[src/rtl/morphle_pkg.sv]
// Shared morphle definitions: the 3-bit ycconfig cell codes and the loader FSM state type.
package morphle_pkg;

  localparam logic [2:0] CodeSpace = 3'b000;
  localparam logic [2:0] CodePlus  = 3'b001;
  localparam logic [2:0] CodeMinus = 3'b010;
  localparam logic [2:0] CodeVbar  = 3'b011;
  localparam logic [2:0] CodeOne   = 3'b100;
  localparam logic [2:0] CodeZero  = 3'b101;
  localparam logic [2:0] CodeY     = 3'b110;
  localparam logic [2:0] CodeN     = 3'b111;

  typedef enum logic [2:0] {
    StIdle,
    StFetch,
    StSlo,
    StShi,
    StFin
  } ld_state_e;

endpackage

[src/rtl/ycconfig_bitser.sv]
// 3-bit code serializer for the ycconfig chain, with tail readback deserializer.
// Phase outputs are registered from the FSM next state so confclk and cbitin never glitch.
module ycconfig_bitser
  import morphle_pkg::*;
(
  input  logic       clk,
  input  logic       reset,
  input  ld_state_e  state_q_i,
  input  ld_state_e  state_d_i,
  input  logic       load_i,
  input  logic [2:0] code_i,
  input  logic       cbitret_i,
  output logic       last_o,
  output logic       confclk_o,
  output logic       cbitin_o,
  output logic [2:0] rd_code_o,
  output logic       rd_valid_o
);

  logic [2:0] sh_q, sh_d;
  logic [1:0] idx_q, idx_d;
  logic [2:0] rd_sh_q, rd_sh_d;
  logic       confclk_q, cbitin_q, rd_valid_q;
  logic [2:0] rd_code_q;

  assign last_o = (state_q_i == StShi) && (idx_q == 2'd0);

  always_comb begin
    sh_d    = sh_q;
    idx_d   = idx_q;
    rd_sh_d = rd_sh_q;
    if (load_i) begin
      sh_d  = code_i;
      idx_d = 2'd2;
    end else if ((state_q_i == StShi) && (idx_q != 2'd0)) begin
      sh_d  = {sh_q[1:0], 1'b0};
      idx_d = idx_q - 2'd1;
    end
    // Tail bit is taken before the confclk rise that ends this SLO cycle.
    if (state_q_i == StSlo) begin
      rd_sh_d = {rd_sh_q[1:0], cbitret_i};
    end
  end

  always_ff @(posedge clk or posedge reset) begin
    if (reset) begin
      sh_q       <= '0;
      idx_q      <= '0;
      rd_sh_q    <= '0;
      confclk_q  <= 1'b0;
      cbitin_q   <= 1'b0;
      rd_code_q  <= '0;
      rd_valid_q <= 1'b0;
    end else begin
      sh_q       <= sh_d;
      idx_q      <= idx_d;
      rd_sh_q    <= rd_sh_d;
      confclk_q  <= (state_d_i == StShi);
      if (state_d_i == StSlo) begin
        cbitin_q <= sh_d[2];
      end
      rd_valid_q <= last_o;
      if (last_o) begin
        rd_code_q <= rd_sh_q;
      end
    end
  end

  assign confclk_o  = confclk_q;
  assign cbitin_o   = cbitin_q;
  assign rd_code_o  = rd_code_q;
  assign rd_valid_o = rd_valid_q;

endmodule

[src/rtl/ycconfig_loader.sv]
// Frame loader for a chain of CELLS ycconfig cells: fetches one code per cell and shifts it
// in msb first with a registered confclk, reading back the previous chain contents.
module ycconfig_loader
  import morphle_pkg::*;
#(
  parameter int unsigned CELLS = 16
) (
  input  logic       clk,
  input  logic       reset,
  input  logic       start,
  input  logic [2:0] code,
  input  logic       code_valid,
  output logic       code_ready,
  output logic       confclk,
  output logic       cbitin,
  input  logic       cbitret,
  output logic [2:0] rd_code,
  output logic       rd_valid,
  output logic       busy,
  output logic       done
);

  localparam int unsigned CntW = $clog2(CELLS + 1);
  localparam logic [CntW-1:0] CellsW = CntW'(CELLS);

  ld_state_e       state_q, state_d;
  logic [CntW-1:0] cnt_q, cnt_d;
  logic            load;
  logic            last;

  always_comb begin
    state_d = state_q;
    cnt_d   = cnt_q;
    load    = 1'b0;
    unique case (state_q)
      StIdle: begin
        if (start) begin
          state_d = StFetch;
          cnt_d   = '0;
        end
      end
      StFetch: begin
        if (code_valid) begin
          load    = 1'b1;
          state_d = StSlo;
        end
      end
      StSlo: state_d = StShi;
      StShi: begin
        if (last) begin
          cnt_d   = cnt_q + CntW'(1);
          state_d = (cnt_d < CellsW) ? StFetch : StFin;
        end else begin
          state_d = StSlo;
        end
      end
      StFin:   state_d = StIdle;
      default: state_d = StIdle;
    endcase
  end

  always_ff @(posedge clk or posedge reset) begin
    if (reset) begin
      state_q <= StIdle;
      cnt_q   <= '0;
    end else begin
      state_q <= state_d;
      cnt_q   <= cnt_d;
    end
  end

  assign code_ready = (state_q == StFetch);
  assign busy       = (state_q != StIdle);
  assign done       = (state_q == StFin);

  ycconfig_bitser u_bitser (
    .clk        (clk),
    .reset      (reset),
    .state_q_i  (state_q),
    .state_d_i  (state_d),
    .load_i     (load),
    .code_i     (code),
    .cbitret_i  (cbitret),
    .last_o     (last),
    .confclk_o  (confclk),
    .cbitin_o   (cbitin),
    .rd_code_o  (rd_code),
    .rd_valid_o (rd_valid)
  );

endmodule

[config.mk]
export PLATFORM = sky130hd
export DESIGN_NAME = ycconfig_loader
export DESIGN_NICKNAME = d
export VERILOG_FILES = /design/src/rtl/morphle_pkg.sv /design/src/rtl/ycconfig_bitser.sv /design/src/rtl/ycconfig_loader.sv
export SDC_FILE = /design/constraint.sdc
export NUM_CORES = 1
export LEC_CHECK = 0
export BUFFER_PORTS_ARGS = -buffer_cell sky130_fd_sc_hd__clkbuf_2
export CAP_MARGIN = 20
export CELL_PAD_IN_SITES_DETAIL_PLACEMENT = 1
export CELL_PAD_IN_SITES_GLOBAL_PLACEMENT = 1
export CORE_MARGIN = 2
export CORE_UTILIZATION = 37
export DETAILED_ROUTE_END_ITERATION = 7
export PLACE_DENSITY_LB_ADDON = 0.25
export SYNTH_ARGS = -nofsm -noshare
export SYNTH_HDL_FRONTEND = slang
export SYNTH_SLANG_ARGS = --single-unit
[constraint.sdc]
create_clock -name clk -period 1.3 [get_ports clk]
set_input_delay 0.065 -clock clk [delete_from_list [all_inputs] [get_ports clk]]
set_output_delay 0.065 -clock clk [all_outputs]
set_load 0.01 [all_outputs]
==> results_dict.tcl, run 1 <==
set metrics [dict create \
    post_dp_cell_area_um2 1200 \
    multi_input_area_um2 518 \
    drive_gt1_share_pct 58.3 \
    setup_viol 19 \
    hp-start "code_valid" \
    dp_hpwl_mm 1.57 \
    dieWidth_um 55.1 \
    area.sequential_um2 529 \
    syn-cell-area_um2 966 \
    path_class "flip-flop to flip-flop" \
    postSynthAreaPerCell_um2 10.9 \
    area_growth_pct 60.8 \
    cts_num_sinks 21 \
    path_buf_inv 1 \
    holdWs_ns 0.0298 \
    synth_edf_count 0 \
    drtPass1Iterations 3 \
    grt_pass1_vias 833 \
    rsz0062_at_grt "true" \
    syn_nets 99 \
    ir_drop_uv 1500 \
    cts_root_buf "clkbuf_4" \
    drt-total-wl_mm 3.14 \
    cp-startpoint "state_q[2]$_DFF_PP0_" \
    worst_pin_slew_ns 0.282 \
    fin_skew_ns 0.0103 \
    drtAntennaViolNets 0 \
    cp-end-kind "flip-flop" \
    crit_chain "buf_6 -> nor4b_4 -> nor2_2 -> mux2_2" \
    cts_tree "built" \
    outcome "complete, but fails checks" \
    worst_path_max_delay_cell "dfrtp_2" \
    fin_nets 155 \
    drv_slew 0 \
    p_leak_uw 0.000744 \
    io_buffers 16 \
    ios 17 \
    synth_seq_cells 21 \
    crit_arrival_ns 1.66 \
    p_per_area_nw_per_um2 2170 \
    stdcell_area_um2 1550 \
    worst_path_largest_cell_delay_ns 0.47 \
    start_kind "flip-flop" \
    grt_usage_pct 19.3 \
    synthDistinctLibCells 31 \
    cts_max_path_buffers 2 \
    syn_inst 89 \
    fin_crit_sh_pct 112 \
    vias 905 \
    antenna_found_initial 1 \
    max_freq_mhz 686 \
    start_util_pct 39.0 \
    synth-seq-area-share_pct 54.4 \
    hold_viol 0 \
    grt_max_degree 22 \
    die_h_um 55.1 \
    failed_checks "negative setup slack" \
    regToRegStartpoint "state_q[2]$_DFF_PP0_" \
    finalWorstSetupSlack_ns -0.157 \
    gr-total-overflow 0 \
    crit_required_ns 1.50 \
    path_max_fanout 4 \
    fill_cells 277 \
    routabilityCongestion 0.767 \
    relSlewSlack_pct 81.1 \
    maxCapViolations 0 \
    rows 18 \
    hp-class "input pin to flip-flop" \
    grt_pass1_wl_mm 3.89 \
    dieArea_um2 3040 \
    insertion_delay_ns 0.32 \
    synthFlopType "dfrtp_1" \
    cts_made_buffers 3 \
    synth-warning-count 0 \
    drtIter0Drc 2 \
    async_flop_share_pct 100 \
    route.detailed.drc 0 \
    path_clk_slew_ns 0.13 \
    fp.coreArea_um2 2480 \
    finalCriticalPeriod_ns 1.46 \
    h-tree-depth 1 \
    crit_family "flip-flops" \
    final_core_util_pct 62.7 \
    post_drt_wl_per_cell_um 18.0 \
    avgViaCountPerCell 5.17 \
]
## report_power, final
group / switching [uW] / total (uW) / internal [uW]
clock network: 215 / 330 / 115
registers: 167 / 1070 / 907
logic: 893 / 1970 / 1080
## worst paths after layout
path | depth (start not counted) | slack, ns | end
max | 4 | -0.16 | cnt_q[0]$_DFFE_PP0P_
min | 3 | 0.03 | state_q[1]$_DFF_PP0_
max reg2reg | 4 | -0.16 | cnt_q[0]$_DFFE_PP0P_
min reg2reg | 2 | 0.51 | u_bitser.rd_code_o[1]$_DFFE_PP0N_
max in group asynchronous | 4 | 0.74 | state_q[1]$_DFF_PP0_
min in group asynchronous | 4 | 0.33 | u_bitser.confclk_o$_DFF_PP0_
## synth_stat cells, types with 2 or more instances
library cell | count | area [um2]
nand3_1 | 2 | 10.0
mux2_2 | 4 | 45.0
buf_2 | 2 | 10.0
inv_1 | 3 | 11.3
nor2_1 | 3 | 11.3
o21ai_0 | 4 | 20.0
o2bb2ai_1 | 3 | 26.3
dfrtp_1 | 21 | 526
ha_1 | 2 | 25.0
nor3b_1 | 2 | 15.0
a21oi_1 | 5 | 25.0
nand2_1 | 18 | 67.6
or3_1 | 2 | 12.5
## cells in the final DEF, fill, tap and decap left out, types with 4 or more instances in the layout
cell and n:
nand2_1 14, dfrtp_1 18, dlygate4sd3_1 5, a21oi_1 4, clkbuf_2 14, buf_4 27, buf_6 8, nand2_2 4
## per-stage QoR
step	total power [uW]	instances	setup TNS [ns]	setup slack, ns
after floorplan	1870	89	0	0.00884
after global placement	2340	146	-0.00682	-0.00682
after detailed placement	2400	146	-0.256	-0.0705
after CTS	2980	165	-0.683	-0.139
after global routing	3580	175	-2.25	-0.203
final	3380	175	-1.43	-0.157
## state kept, by name, indices dropped and copies added (netlist names)
register / flops
u_bitser.confclk_o: 1
u_bitser.rd_valid_o: 1
state_q: 3
cnt_q: 5
u_bitser.cbitin_o: 1
u_bitser.sh_q: 2
u_bitser.idx_q: 2
u_bitser.rd_code_o: 3
u_bitser.rd_sh_q: 3
## cell type report
cell class,instances,share of cell area (%)
Sequential cell,21,34.1
Antenna cell,1,0.161
Tap cell,30,2.42
Multi-Input combinational cell,60,33.4
Inverter,4,1.29
Clock buffer,3,1.45
Clock inverter,1,0.322
Timing Repair Buffer,55,26.9
## per-layer routing
metal / share of wire [%] / vias up / track usage, %
met3: 2.0 / 6 / 3.23
met5: 0 / - / 0
met2: 56 / 14 / 33.3
met4: 2.4 / 0 / 11.8
li1: - / 424 / -
met1: 40 / 461 / 22.4
## tightest hold or removal path, delay by kind of cell
family,cells,cell delay [ns]
buffers and inverters,1,0.11
AOI/OAI and AO/OA,1,0.07
and+or+nand+nor,1,0.09
## cell families after synthesis
logic type	count (synthesis)	synth area share, %
flip-flops	21	54.4
AND/OR/NAND/NOR	36	21.6
adder cells (fa/ha/maj)	2	2.59
multiplexers	5	5.70
AO/OA/AOI/OAI	16	10.6
XOR/XNOR	1	0.907
buffers and inverters	8	4.14
## timing repair
action / in CTS / in global routing
pin swaps: 9 / 8
cloned: 0 / 0
endpoints found under the setup margin: 13 / 20
hold buffers: 5 / 0
buffers inserted: 10 / 9
resized for setup: 13 / 21
hold endpoints to repair: 25 / 0
Note: power is estimated with default switching activity, not from simulation.
==> run 2: changes to the inputs <==
--- a/config.mk
+++ b/config.mk
@@ -12,7 +12,7 @@
 export CORE_MARGIN = 2
 export CORE_UTILIZATION = 37
 export DETAILED_ROUTE_END_ITERATION = 7
-export PLACE_DENSITY_LB_ADDON = 0.25
+export PLACE_DENSITY_LB_ADDON = 0.3
 export SYNTH_ARGS = -nofsm -noshare
 export SYNTH_HDL_FRONTEND = slang
 export SYNTH_SLANG_ARGS = --single-unit
==> constraint.sdc (replaced) <==
create_clock -name clk -period 1.3 [get_ports clk]
set_input_delay 0.065 -clock clk [delete_from_list [all_inputs] [get_ports clk]]
set_output_delay 0.065 -clock clk [all_outputs]
set_load 0.02 [all_outputs]
==> results_dict.tcl, run 2 (synthesis gave the netlist of run 1 again) <==
set metrics [dict create \
    hp-start "code[2]" \
    dp_hpwl_mm 1.64 \
    regToRegSetupSlack_ns -0.12 \
    route.detailed.drc 0 \
    avgViaCountPerCell 4.95 \
    crit_arrival_ns 1.60 \
    drive_gt1_share_pct 53.3 \
    area_growth_pct 58.7 \
    grt_pass1_wl_mm 3.67 \
    diodes 0 \
    registers.top_by_ff_count "cnt_q" \
    p_comb_share_pct 59.3 \
    drtPass1Iterations 4 \
    finalSetupTns_ns -0.840 \
    grt_pass1_vias 815 \
    fp.coreArea_um2 2480 \
    start_kind "flip-flop" \
    drv_slew 0 \
    layout_commonest_cell "buf_4" \
    drt-total-wl_mm 2.52 \
    setup_viol 12 \
    worst_pin_slew_ns 0.335 \
    fin_nets 148 \
    stdcell_area_um2 1530 \
    cts_made_buffers 3 \
    p_leak_uw 0.000721 \
    dieWidth_um 55.1 \
    path_clk_slew_ns 0.11 \
    routabilityCongestion 0.737 \
    r2r_end "cnt_q[0]$_DFFE_PP0P_" \
    path_max_fanout 7 \
    post_drt_wl_per_cell_um 15.1 \
    outcome "complete, but fails checks" \
    rsz0062_at_grt "true" \
    path_class "flip-flop to flip-flop" \
    drtIter0Drc 7 \
    p_sw_share_pct 38.1 \
    fin_crit_sh_pct 109 \
    ir_drop_uv 1350 \
    finalCriticalPeriod_ns 1.42 \
    gr-total-overflow 0 \
    p_total_uw 3360 \
    seqPwrFrac_pct 32.1 \
    regToRegStartpoint "state_q[1]$_DFF_PP0_" \
    cts_max_path_buffers 2 \
    relSlewSlack_pct 77.5 \
    hold_viol 0 \
    fin_skew_ns 0.00834 \
    ios 17 \
    whs_endpoint "u_bitser.cbitin_o$_DFFE_PP0N_" \
    finalNonFillerCells 167 \
    cts_tree "built" \
    crit_required_ns 1.49 \
    max_freq_mhz 705 \
    whs_path_depth 3 \
    cts_num_sinks 21 \
    largest_reg_flops 5 \
    final_cell_mix "buf_4 (22), nand2_1 (18), dfrtp_1 (18), clkbuf_2 (13), buf_6 (7)" \
    post_dp_cell_area_um2 1220 \
    rows 18 \
    place_ws_ns -0.104 \
    finalWorstSetupSlack_ns -0.118 \
    die_h_um 55.1 \
    intPower_uw 2080 \
    cp-end-kind "flip-flop" \
    h-tree-depth 1 \
    drtAntennaViolNets 0 \
    failed_checks "negative setup slack" \
    vias 827 \
    hp-class "input pin to flip-flop" \
    clkPwrFrac_pct 8.6 \
    io_buffers 16 \
    antenna_found_initial 0 \
    dp_cells 148 \
    insertion_delay_ns 0.29 \
    p_switching_uw 1280 \
    p_per_area_nw_per_um2 2190 \
    maxCapViolations 0 \
    grt_usage_pct 17.2 \
    cts_root_buf "clkbuf_4" \
    dieArea_um2 3040 \
    grt_max_degree 22 \
    start_util_pct 39.0 \
    r2r_cells 4 \
]
-- run 2: changes by cell type in the layout (fill, tap and decap cells not counted), sizes merged --
cell         before  now
buf              36   31
clkinv            2    1
diode             1    0
dlygate4sd3       5    4
-- run 2: cell type report --
cell class              count  area, um2
clock buffers               4       26.3
fillers                   271        945
inverters                   4       20.0
multi-input cells          60        546
flip-flops and latches     21        529
well taps                  30       37.5
repair buffers             48        374
-- run 2: metal layers --
metal | GRT usage [%] | share of wire [%] | vias to the layer above
li1 | - | - | 407
met1 | 22.3 | 47 | 407
met2 | 31.2 | 50 | 11
met3 | 1.61 | 2.5 | 2
met4 | 3.66 | 0.48 | 0
met5 | 0 | 0 | -
-- run 2: critical path: stages (launching register included) --
cell	delay, ns
dfrtp_2	0.44
buf_6	0.15
nor4b_4	0.34
nor2_2	0.11
mux2_2	0.27
-- run 2: repair_timing --
item | CTS | global route
endpoints found under the hold margin | 24 | 0
setup buffers | 6 | 5
resized for setup | 17 | 18
hold buffers | 4 | 0
cloned | 0 | 0
setup endpoints to repair | 16 | 17
pin swaps | 5 | 5
-- run 2: worst max path at each step --
| stage | startpoint | to | slack [ns] |
|---|---|---|---|
| after floorplan | u_bitser.idx_q[1]$_DFFE_PP0P_ | cnt_q[0]$_DFFE_PP0P_ | 0.009 |
| after global placement | state_q[0]$_DFF_PP0_ | cnt_q[0]$_DFFE_PP0P_ | -0.03 |
| after detailed placement | state_q[1]$_DFF_PP0_ | u_bitser.rd_sh_q[2]$_DFFE_PP0N_ | -0.10 |
| after CTS | state_q[0]$_DFF_PP0_ | busy | -0.15 |
| after global routing | state_q[1]$_DFF_PP0_ | cnt_q[0]$_DFFE_PP0P_ | -0.18 |
| final | state_q[1]$_DFF_PP0_ | cnt_q[0]$_DFFE_PP0P_ | -0.12 |
-- run 2: power groups by stage --
stage          sequential [uW]  clock (uW)  combinational, uW
3_3_place_gp              1100           0               1360
2_1_floorplan             1170           0                793
4_1_cts                   1060         312               1710
6_report                  1080         291               1990
5_1_grt                   1110         334               2160
3_5_place_dp              1130           0               1420
-- run 2: metrics by stage --
step | utilization (%) | hold WS (ns)
4_1_cts | 57.1 | 0.0210
2_1_floorplan | - | 0.0415
3_3_place_gp | 49.2 | 0.0861
5_1_grt | 61.9 | 0.0197
6_report | 61.9 | 0.0384
3_5_place_dp | 49.2 | 0.0900
==> run 3: changes to the inputs <==
--- a/config.mk
+++ b/config.mk
@@ -9,9 +9,10 @@
 export CAP_MARGIN = 20
 export CELL_PAD_IN_SITES_DETAIL_PLACEMENT = 1
 export CELL_PAD_IN_SITES_GLOBAL_PLACEMENT = 1
-export CORE_MARGIN = 2
+export CORE_MARGIN = 1.5
 export CORE_UTILIZATION = 37
 export DETAILED_ROUTE_END_ITERATION = 7
+export MAX_ROUTING_LAYER = met4
 export PLACE_DENSITY_LB_ADDON = 0.3
 export SYNTH_ARGS = -nofsm -noshare
 export SYNTH_HDL_FRONTEND = slang
==> results_dict.tcl, run 3 (synthesis gave the netlist of run 1 again) <==
set metrics [dict create \
    outcome "complete, but fails checks" \
    failed_checks "negative setup slack" \
    path_max_fanout 4 \
    ir_drop_uv 1320 \
    dieArea_um2 2930 \
    ios 17 \
    worst_path_largest_cell_delay_ns 0.44 \
    diodes 0 \
    fin_crit_sh_pct 112 \
    drv_slew 0 \
    drtAntennaViolNets 0 \
    grt_pass1_vias 870 \
    path_class "flip-flop to output pin" \
    fin_skew_ns 0.00362 \
    gr-total-overflow 0 \
    maxCapViolations 0 \
    grt_max_degree 22 \
    finalWorstSetupSlack_ns -0.153 \
    max_freq_mhz 688 \
    start_util_pct 39.0 \
    drtIter0Drc 4 \
    crit_end "busy" \
    p_leak_uw 0.000706 \
    vias 868 \
    routabilityCongestion 0.809 \
    rows 18 \
    antenna_found_initial 0 \
    registers.top_by_ff_count "cnt_q" \
    io_buffers 16 \
    finalSetupTns_ns -0.964 \
    start_kind "flip-flop" \
    regToRegSetupSlack_ns -0.12 \
    finalCriticalPeriod_ns 1.45 \
    grt_pass1_wl_mm 4.06 \
    avgViaCountPerCell 5.29 \
    worst_path_max_delay_cell "dfrtp_2" \
    area.sequential_um2 529 \
    cts_made_buffers 3 \
    layout_commonest_cell "buf_4" \
    path_clk_slew_ns 0.12 \
    relSlewSlack_pct 78.4 \
    cp-end-kind "output pin" \
    place_ws_ns -0.0692 \
    setup_viol 15 \
    p_sw_share_pct 39.2 \
    route.detailed.drc 0 \
    area_growth_pct 52.2 \
    insertion_delay_ns 0.30 \
    worst_pin_slew_ns 0.321 \
    final_cell_mix "buf_4 (20), nand2_1 (18), dfrtp_1 (18), clkbuf_2 (13), buf_6 (7)" \
    dieWidth_um 54.1 \
    holdWs_ns 0.0381 \
    seqPwrFrac_pct 32.3 \
    cts_root_buf "clkbuf_4" \
    drtPass1Iterations 4 \
    p_switching_uw 1320 \
    die_h_um 54.1 \
    drt-total-wl_mm 2.84 \
    r2r_cells 5 \
    rsz0062_at_grt "true" \
    multi_input_area_um2 507 \
    crit_chain "buf_6 -> or3_4 -> buf_8" \
    grt_usage_pct 20.7 \
    post_drt_wl_per_cell_um 17.3 \
    p_per_area_nw_per_um2 2290 \
    intPower_uw 2040 \
    p_total_uw 3360 \
    fp.coreArea_um2 2480 \
    final_core_util_pct 59.3 \
    largest_reg_flops 5 \
    cts_tree "built" \
    drive_gt1_share_pct 50.7 \
    regToRegStartpoint "state_q[1]$_DFF_PP0_" \
    fin_nets 145 \
    dp_hpwl_mm 1.65 \
    r2r_end "u_bitser.cbitin_o$_DFFE_PP0N_" \
    crit_required_ns 1.24 \
    hp-class "input pin to flip-flop" \
    crit_arrival_ns 1.39 \
    fill_cells 276 \
    cts_max_path_buffers 2 \
    hold_viol 0 \
    clkPwrFrac_pct 9.4 \
    h-tree-depth 1 \
    p_comb_share_pct 58.2 \
    cts_num_sinks 21 \
    cp-startpoint "state_q[2]$_DFF_PP0_" \
]
==> run 3: cell count changes in the layout (fill, tap and decap cells not counted), sizes merged <==
| cell | before | now |
|---|---|---|
| clkinv | 1 | 2 |
| buf | 31 | 28 |
| clkbuf | 17 | 16 |
==> run 3: worst min path at each step <==
stage | start | end | depth (start not counted)
floorplan | reset | cnt_q[0]$_DFFE_PP0P_ | 1
global placement | reset | u_bitser.sh_q[0]$_DFFE_PP0P_ | 3
detailed placement | reset | u_bitser.rd_sh_q[0]$_DFFE_PP0N_ | 3
CTS | code[2] | u_bitser.cbitin_o$_DFFE_PP0N_ | 3
global route | code[2] | u_bitser.cbitin_o$_DFFE_PP0N_ | 3
finish | code[2] | u_bitser.cbitin_o$_DFFE_PP0N_ | 3
==> run 3: routing by layer <==
metal	part of all wire (%)	GRT usage, %	vias up
li1	-	-	399
met1	40	24.0	431
met2	52	36.2	25
met3	4.6	2.78	13
met4	3.4	8.33	0
met5	0	-	-
==> run 3: critical path: cells and delay by family (launching register included) <==
kind	cells	cell delay, ns
flops	1	0.44
buf+inv	2	0.27
simple gates	1	0.38
==> run 3: timing repair <==
item / CTS / global route
endpoints found under the hold margin: 24 / 0
setup buffers: 7 / 3
resized for setup: 18 / 14
hold buffers: 4 / 0
pin swaps: 5 / 6
endpoints found under the setup margin: 14 / 18
==> run 3: power groups by stage <==
| stage | Clock [uW] | Sequential [uW] | Combinational, uW |
|---|---|---|---|
| 4_1_cts | 330 | 1070 | 1770 |
| 5_1_grt | 348 | 1110 | 2120 |
| 2_1_floorplan | 0 | 1170 | 793 |
| 3_3_place_gp | 0 | 1100 | 1330 |
| 6_report | 317 | 1090 | 1960 |
| 3_5_place_dp | 0 | 1120 | 1400 |
==> run 3: layout make-up <==
type                    count  area share [%]
clock buffers               3            1.53
clock inverters             1           0.340
inverters                   4            1.36
multi-input cells          60            34.5
flip-flops and latches     21            36.0
well taps                  30            2.55
repair buffers             45            23.7
==> run 3: stage by stage <==
step / instances / cell area, um2
6_report: 164 / 1470
5_1_grt: 164 / 1470
4_1_cts: 161 / 1400
3_5_place_dp: 146 / 1200
3_3_place_gp: 146 / 1200
2_1_floorplan: 89 / 998
